--- src/rtl/checkerboard_state_scanner.sv ---
// Sweeps every board cell through the RAM read port and streams (addr, state) out on valid/ready,
// tallying black/white/empty stones and flagging the illegal 2'b11 encoding.
module checkerboard_state_scanner #(
  parameter int ADDR_W = 6,
  parameter int CELLS  = 64,
  parameter int CNT_W  = 7
) (
  input  logic              clk,
  input  logic              rst,
  input  logic              start,
  output logic              busy,
  output logic              done,
  output logic [ADDR_W-1:0] rd_addr,
  input  logic [1:0]        rd_data,
  output logic              out_valid,
  input  logic              out_ready,
  output logic [ADDR_W-1:0] out_addr,
  output logic [1:0]        out_state,
  output logic [CNT_W-1:0]  black_count,
  output logic [CNT_W-1:0]  white_count,
  output logic [CNT_W-1:0]  empty_count,
  output logic              invalid_flag
);

  typedef enum logic [1:0] {IDLE, SCAN, DONE} state_t;

  localparam logic [ADDR_W:0] LAST_IDX = (ADDR_W + 1)'(CELLS);

  state_t              state_q, state_d;
  logic [ADDR_W:0]     idx_q, idx_d;
  logic [ADDR_W-1:0]   rd_addr_q, rd_addr_d;
  logic                out_valid_q, out_valid_d;
  logic [ADDR_W-1:0]   out_addr_q, out_addr_d;
  logic [1:0]          out_state_q, out_state_d;
  logic [CNT_W-1:0]    black_q, black_d, white_q, white_d, empty_q, empty_d;
  logic                inv_q, inv_d;
  logic                capture, xfer;
  logic [ADDR_W:0]     idx_inc;

  assign idx_inc = idx_q + 1'b1;
  // A new cell may enter the output register when it is empty or being drained this edge.
  assign capture = (state_q == SCAN) && (idx_q < LAST_IDX) && (!out_valid_q || out_ready);
  assign xfer    = out_valid_q && out_ready;

  always_comb begin
    state_d     = state_q;
    idx_d       = idx_q;
    rd_addr_d   = rd_addr_q;
    out_valid_d = out_valid_q;
    out_addr_d  = out_addr_q;
    out_state_d = out_state_q;
    black_d     = black_q;
    white_d     = white_q;
    empty_d     = empty_q;
    inv_d       = inv_q;
    case (state_q)
      IDLE: begin
        if (start) begin
          state_d   = SCAN;
          idx_d     = '0;
          rd_addr_d = '0;
          black_d   = '0;
          white_d   = '0;
          empty_d   = '0;
          inv_d     = 1'b0;
        end
      end
      SCAN: begin
        if (capture) begin
          out_valid_d = 1'b1;
          out_addr_d  = idx_q[ADDR_W-1:0];
          out_state_d = rd_data;
          idx_d       = idx_inc;
          rd_addr_d   = idx_inc[ADDR_W-1:0];
          case (rd_data)
            2'b00:   empty_d = empty_q + CNT_W'(1);
            2'b01:   black_d = black_q + CNT_W'(1);
            2'b10:   white_d = white_q + CNT_W'(1);
            default: inv_d   = 1'b1;
          endcase
        end else if (xfer) begin
          out_valid_d = 1'b0;
          if (idx_q == LAST_IDX) state_d = DONE;
        end
      end
      DONE:    state_d = IDLE;
      default: state_d = IDLE;
    endcase
  end

  always_ff @(posedge clk or posedge rst) begin
    if (rst) begin
      state_q     <= IDLE;
      idx_q       <= '0;
      rd_addr_q   <= '0;
      out_valid_q <= 1'b0;
      out_addr_q  <= '0;
      out_state_q <= '0;
      black_q     <= '0;
      white_q     <= '0;
      empty_q     <= '0;
      inv_q       <= 1'b0;
    end else begin
      state_q     <= state_d;
      idx_q       <= idx_d;
      rd_addr_q   <= rd_addr_d;
      out_valid_q <= out_valid_d;
      out_addr_q  <= out_addr_d;
      out_state_q <= out_state_d;
      black_q     <= black_d;
      white_q     <= white_d;
      empty_q     <= empty_d;
      inv_q       <= inv_d;
    end
  end

  assign busy         = (state_q != IDLE);
  assign done         = (state_q == DONE);
  assign rd_addr      = rd_addr_q;
  assign out_valid    = out_valid_q;
  assign out_addr     = out_addr_q;
  assign out_state    = out_state_q;
  assign black_count  = black_q;
  assign white_count  = white_q;
  assign empty_count  = empty_q;
  assign invalid_flag = inv_q;

endmodule
--- config.mk ---
export PLATFORM = sky130hd
export DESIGN_NAME = checkerboard_state_scanner
export DESIGN_NICKNAME = d
export VERILOG_FILES = /design/src/rtl/checkerboard_state_scanner.sv
export SDC_FILE = /design/constraint.sdc
export NUM_CORES = 1
export LEC_CHECK = 0
export ABC_AREA = 1
export CAP_MARGIN = 10
export CORE_UTILIZATION = 55
export DETAILED_ROUTE_END_ITERATION = 7
export PLACE_DENSITY = 0.94
export SLEW_MARGIN = 40
export SYNTH_ARGS = -nofsm -noshare
export SYNTH_HDL_FRONTEND = slang
export SYNTH_SLANG_ARGS = --single-unit
export TNS_END_PERCENT = 5
--- constraint.sdc ---
create_clock -name clk -period 3 [get_ports clk]
set_clock_uncertainty 0.1 [all_clocks]
set_input_delay 0.6 -clock clk [delete_from_list [all_inputs] [get_ports clk]]
set_output_delay 0.6 -clock clk [all_outputs]
set_load 0.01 [all_outputs]
==> results of run 1 <==
## power by group
group,internal (W),switching [W],total (W)
combinational,0.000364,0.000603,0.000968
sequential,0.000646,0.000127,0.000773
clock,0.000184,0.000193,0.000376
total,0.00119,0.000923,0.00212
## worst max path at each step
stage / from / end / slack (ns) / cells after the start
6_report: state_q[1] / busy / 0.78 / 3
5_1_grt: state_q[0] / busy / 0.71 / 3
4_1_cts: state_q[1] / busy / 0.78 / 3
3_5_place_dp: out_ready / empty_count[1] / 0.78 / 6
3_3_place_gp: out_ready / black_count[6] / 0.85 / 6
2_1_floorplan: rst / black_count[0] / 1.38 / 1
## state kept, by name (all words and copies together), names as in the netlist
name          count
black_count       7
empty_count       7
idx_q             7
invalid_flag      1
out_addr          6
out_state         2
out_valid         1
state_q           2
white_count       7
## stage by stage
stage	setup WS (ns)	hold WS, ns	cells	power [W]	util, %
final	0.7770	0.3929	393	0.002117	72.56
after CTS	0.7793	0.3930	393	0.002119	72.56
after floorplan	1.382	0.4043	304	0.001420	-
after global placement	0.8503	0.3656	385	0.001702	70.11
after detailed placement	0.7820	0.3702	385	0.001731	70.11
after global routing	0.7052	0.4210	393	0.002266	72.56
## worst max-delay path, stage by stage (launching register included)
cell	delay, ns
dfrtp_1	0.43
inv_4	0.08
nand2_2	0.15
clkdlybuf4s50_1	0.56
## layout by cell type (no fill, tap or decap), types with 2 or more instances in the layout
cell	instances
nand4_1	3
clkdlybuf4s50_1	44
nor2_4	2
o21ai_0	11
o21bai_1	2
o21ai_1	12
nor2_1	31
nand3_1	22
inv_4	2
a21oi_1	7
inv_1	24
inv_2	2
nand2_1	113
clkbuf_8	6
nor3_1	5
dfrtp_1	40
clkinv_2	2
nor2_2	3
ha_1	5
nand2_2	3
## logic make-up (layout without fill, tap and decap cells)
group,after synthesis,in the layout,synth area share (%)
compound gates,35,35,8.427
xor+xnor,1,1,0.3933
fa+ha+maj,5,5,2.809
buf+inv,40,81,9.045
flops,40,40,44.94
simple gates,183,183,34.38
## cell type report
| cell class | instances | area (um2) |
|---|---|---|
| Clock buffer | 6 | 82.58 |
| Tap cell | 48 | 60.06 |
| Timing Repair Buffer | 45 | 447.9 |
| Fill cell | 309 | 1035 |
| Multi-Input combinational cell | 224 | 1025 |
| Sequential cell | 40 | 1001 |
| Clock inverter | 2 | 10.01 |
| Inverter | 28 | 110.1 |
## per-layer routing
metal	part of all wire (%)	global-route usage, %	up-vias
met4	1.9	12.77	0
li1	-	-	1037
met1	42	33.97	998
met3	5.4	7.465	10
met5	0	0	-
met2	51	44.52	71
==> metrics, run 1 <==
status complete, no violations; most instantiated cells after synthesis 113 x nand2_1, 40 x dfrtp_1, 31 x nor2_1, 24 x inv_1, 22 x nand3_1; Startpoint Class flip-flop; register area share after synthesis 44.94%; FF-to-FF End out_addr[0]; Layout area overhead 22.86%; vias per cell 5.384; core area 0.003771 mm2; final hold vios 0; vias in the first global route 1,981; Mapped Cells 304; RSZ-0062 raised after global routing no; cts repair resizes 0; Post-synth EDFFs 0; GRT Overall Usage 27.56%; Post-synth top flop dfrtp_1; largest net degree at the start of global routing 41; reg2reg setup slack 1.10 ns; post-route cell area 0.002736 mm2; Pleak 1.302 nW; CTS tree done; cell with the most instances after synthesis nand2_1; crit-path max FO 8; Yosys warning count 0; critical path type reg -> out; initial antenna violation count 0; slew margin rel. 66.45%; maxcap violations 0; share of the synthesized area in the top cell type 44.94%; Root Driver clkbuf_8; Syn Nets 315; CP Capture Type output pin; Final min period 2.223 ns; hold crit path type reg -> reg; DP Wirelength 3464 um; Initial Util 59.06%; worst slew pin tran 0.5032 ns; Die Y-Extent 65.64 um; Clock transition at path regs 0.08 ns; WP data required 2.30 ns; CTS buffer count 5; Placement Cell Area 0.002644 mm2; min-delay src out_addr[2]; share of post-route cells with drive strength above 1 6.667%; die width 65.64 um; Synth area leader dfrtp_1; max-slew violations 0; DRT iter0 DRCs 187; # Post-CTS Setup Buffers 0; WHS Endpoint out_addr[2]; detailed-router iteration count before antenna repair 5; VDD IR max 0.0005964 V; Distinct cells, synth 26; Tcrit/Tclk final 74.10%; Avg Cell Area, Syn 7.326 um2; IO buf count 44; full die area 0.004308 mm2; row count 22; R2R Path Start state_q[1]; routability cong. 0.8462; Post-route DRC 0; CTS Hold Bufs 0; final wirelength 5234 um; Clock Sinks 40; worst hold stages 2; Post-Syn Area 0.002227 mm2; # IOs 45; Wirelength per Cell 13.32 um; pwr/cell area 773.7 mW/mm2; Nets 355; # H-tree levels 2; post-route ant nets 0; Fmax achieved 449.8 MHz; Synth Register Bits 40; first-pass GRT wire length 8838 um; total gr overflow 0; # diodes 0; # setup viols final 0; largest cells by area after synthesis dfrtp_1 45%, nand2_1 19%, nor2_1 5.2%, nand3_1 4.9%, inv_1 4.0%; worst r2r path cells 8; Skew-Pair Late Insertion Delay 0.30 ns; Async S/R FF share, synth 100.0%; CP Data Arrival Time 1.52 ns; Clock Tree Buf Depth 2; setup TNS 0 ns; vias 2,116
(Power assumes the default switching activity.)
==> inputs of run 2 (changes only) <==
--- a/config.mk
+++ b/config.mk
@@ -7,9 +7,9 @@
 export LEC_CHECK = 0
 export ABC_AREA = 1
 export CAP_MARGIN = 10
-export CORE_UTILIZATION = 55
+export CORE_UTILIZATION = 46
 export DETAILED_ROUTE_END_ITERATION = 7
-export PLACE_DENSITY = 0.94
+export PLACE_DENSITY = 0.85
 export SLEW_MARGIN = 40
 export SYNTH_ARGS = -nofsm -noshare
 export SYNTH_HDL_FRONTEND = slang
==> constraint.sdc (replaced) <==
create_clock -name clk -period 1.8 [get_ports clk]
set_clock_uncertainty 0.1 [all_clocks]
set_input_delay 0.36 -clock clk [delete_from_list [all_inputs] [get_ports clk]]
set_output_delay 0.36 -clock clk [all_outputs]
set_load 0.01 [all_outputs]
==> run 2 against run 1 <==
Against the previous run: sequential cell count is the same; worst setup slack worse by 0.74 ns; routed wire length down 4.2%; clock power increased by 120%; largest power group unchanged; power is 83% higher; global-route usage shrank 6.9 points; design area grew 5.3%.
==> metrics, run 2 (synthesis results as in run 1) <==
Clock Sinks 40 (unchanged); Pleak 1.385 nW (+6.4%); WP data required 1.34 ns (-0.96 ns); GRT Overall Usage 20.61% (-6.9 points); max-slew violations 0 (unchanged); first-pass GRT wire length 8224 um (-6.9%); vias in the first global route 1,824 (-7.9%); Startpoint Class flip-flop; die width 71.58 um (+9.1%); Clock transition at path regs 0.08 ns (about the same); post-route insts no fill 408 (+3.8%); detailed-router iteration count before antenna repair 4 (-1); status complete, no violations; CTS buffer count 5 (unchanged); core area 0.004504 mm2 (+19%); largest net degree at the start of global routing 41 (unchanged); Worst Slack Setup Final 0.04051 ns (-0.7365 ns); row count 24 (+9.1%); slew margin rel. 81.84% (+15 points); # setup viols final 0 (unchanged); post-route ant nets 0 (unchanged); hold crit path type in -> async; critical path buffer and inverter count 1 (-1); Skew-Pair Late Insertion Delay 0.30 ns (about the same); total gr overflow 0 (unchanged); full die area 0.005124 mm2 (+19%); DP Wirelength 3418 um (-1.3%); vias per cell 5.098 (-5.3%); crit-path max FO 5 (-3); IO buf count 44 (unchanged); VDD IR max 0.0009069 V (+52%); DRT iter0 DRCs 115 (-39%); Layout area overhead 29.33%; critical path type reg -> out; most common cell after layout, fill and taps aside nand2_1; Nets 366 (+3.1%); # IOs 45 (unchanged); final wirelength 5013 um (-4.2%); Root Driver clkbuf_8; maxcap violations 0 (unchanged); Die Y-Extent 71.58 um (+9.1%); initial antenna violation count 0 (unchanged); CTS Hold Bufs 0 (unchanged); # diodes 0 (unchanged); CTS tree done; # H-tree levels 2 (unchanged); RSZ-0062 raised after global routing no; Clock Tree Buf Depth 2 (unchanged); slowest cell on the critical path clkdlybuf4s50_1; Wirelength per Cell 12.29 um (-7.7%); Top delay family on crit path buffers and inverters; worst slew pin tran 0.2714 ns (-0.2318 ns); Tcrit/Tclk final 97.75%; hold_ws 0.3169 ns (-0.07593 ns); Initial Util 49.44% (-9.6 points); slowest stage delay, CP 0.57 ns (about the same); DP Worst Slack -0.03515 ns (-0.8172 ns); Fill cells 402 (+30%); CP Data Arrival Time 1.30 ns (-0.22 ns); Final min period 1.759 ns; CP Capture Type output pin; placed cells 398 (+3.4%); most frequent cells in the layout 113 x nand2_1, 41 x clkdlybuf4s50_1, 32 x dfrtp_1; crit path cell chain clkdlybuf4s50_1; share of post-route cells with drive strength above 1 11.80% (+5.1 points); final hold vios 0 (unchanged); Fmax achieved 568.3 MHz; pwr/cell area 1345 mW/mm2 (+74%); routability cong. 0.8254 (-2.5%); vias 2,080 (-1.7%); Post-route DRC 0 (unchanged)
## run 2: cell types whose count changed in the layout (fill, tap and decap cells not counted), moves of 2 or more
cell             previous run  this run
dfrtp_1                    40        32
clkinv_2                    2         0
dfrtp_2                     0         8
dlygate4sd2_1               0         2
clkdlybuf4s50_1            44        41
buf_4                       1        11
## run 2: worst paths after layout
kind,start,endpoint,slack [ns],depth (start not counted)
setup reg to reg,state_q[0],white_count[3],0.21,8
max in group asynchronous,rst,white_count[0],1.07,3
min in group clk,out_addr[2],out_addr[2],0.38,2
setup / recovery,idx_q[4],rd_addr[4],0.04,1
hold / removal,rst,empty_count[3],0.32,3
hold reg to reg,out_addr[2],out_addr[2],0.38,2
## run 2: worst register-to-register path: stages, from the launching register on
cell and delay (ns):
dfrtp_1 0.41, buf_4 0.16, nand2_4 0.15, inv_4 0.11, o21ai_2 0.10, nand2_2 0.12, nor2_2 0.23, nand2_1 0.08
nand2_1 0.07
## run 2: layout make-up
cell class | instances | area [um2] | area share [%]
inverters | 28 | 110.1 | 3.823
flip-flops and latches | 40 | 1011 | 35.10
repair buffers | 56 | 543.0 | 18.85
multi-input cells | 224 | 1025 | 35.58
well taps | 52 | 65.06 | 2.259
clock buffers | 7 | 96.34 | 3.345
clock inverters | 1 | 30.03 | 1.043
## run 2: layer usage
metal / routed length [um] / vias to the layer above / global-route usage [%]
met5: 0 / - / 0
met4: 64 / 0 / 6.536
met3: 230 / 8 / 3.516
met2: 2416 / 49 / 33.86
met1: 2301 / 965 / 28.07
li1: - / 1058 / -
## run 2: metrics by stage
stage / area (um2) / util, % / setup TNS (ns) / total power [W]
final: 2880 / 63.94 / 0 / 0.003875
after global routing: 2880 / 63.94 / 0 / 0.004115
after CTS: 2869 / 63.69 / 0 / 0.003865
after detailed placement: 2729 / 60.58 / -0.1081 / 0.003031
after global placement: 2729 / 60.58 / 0 / 0.003004
after floorplan: 2227 / - / 0 / 0.002366
## run 2: power by group
group	switching [W]	internal [W]
sequential	0.000195	0.00109
combinational	0.00104	0.000746
clock	0.000322	0.000489
total	0.00155	0.00232
## run 2: timing repair
action,in CTS,in global routing
resized for setup,3,8
setup buffers,2,0
endpoints found under the setup margin,3,8
==> inputs of run 3 (changes only) <==
--- a/config.mk
+++ b/config.mk
@@ -8,6 +8,7 @@
 export ABC_AREA = 1
 export CAP_MARGIN = 10
 export CORE_UTILIZATION = 46
+export CTS_CLUSTER_SIZE = 25
 export DETAILED_ROUTE_END_ITERATION = 7
 export PLACE_DENSITY = 0.85
 export SLEW_MARGIN = 40
==> results of run 3 <==
The final DEF is identical to that of run 2; final timing and power are the same.
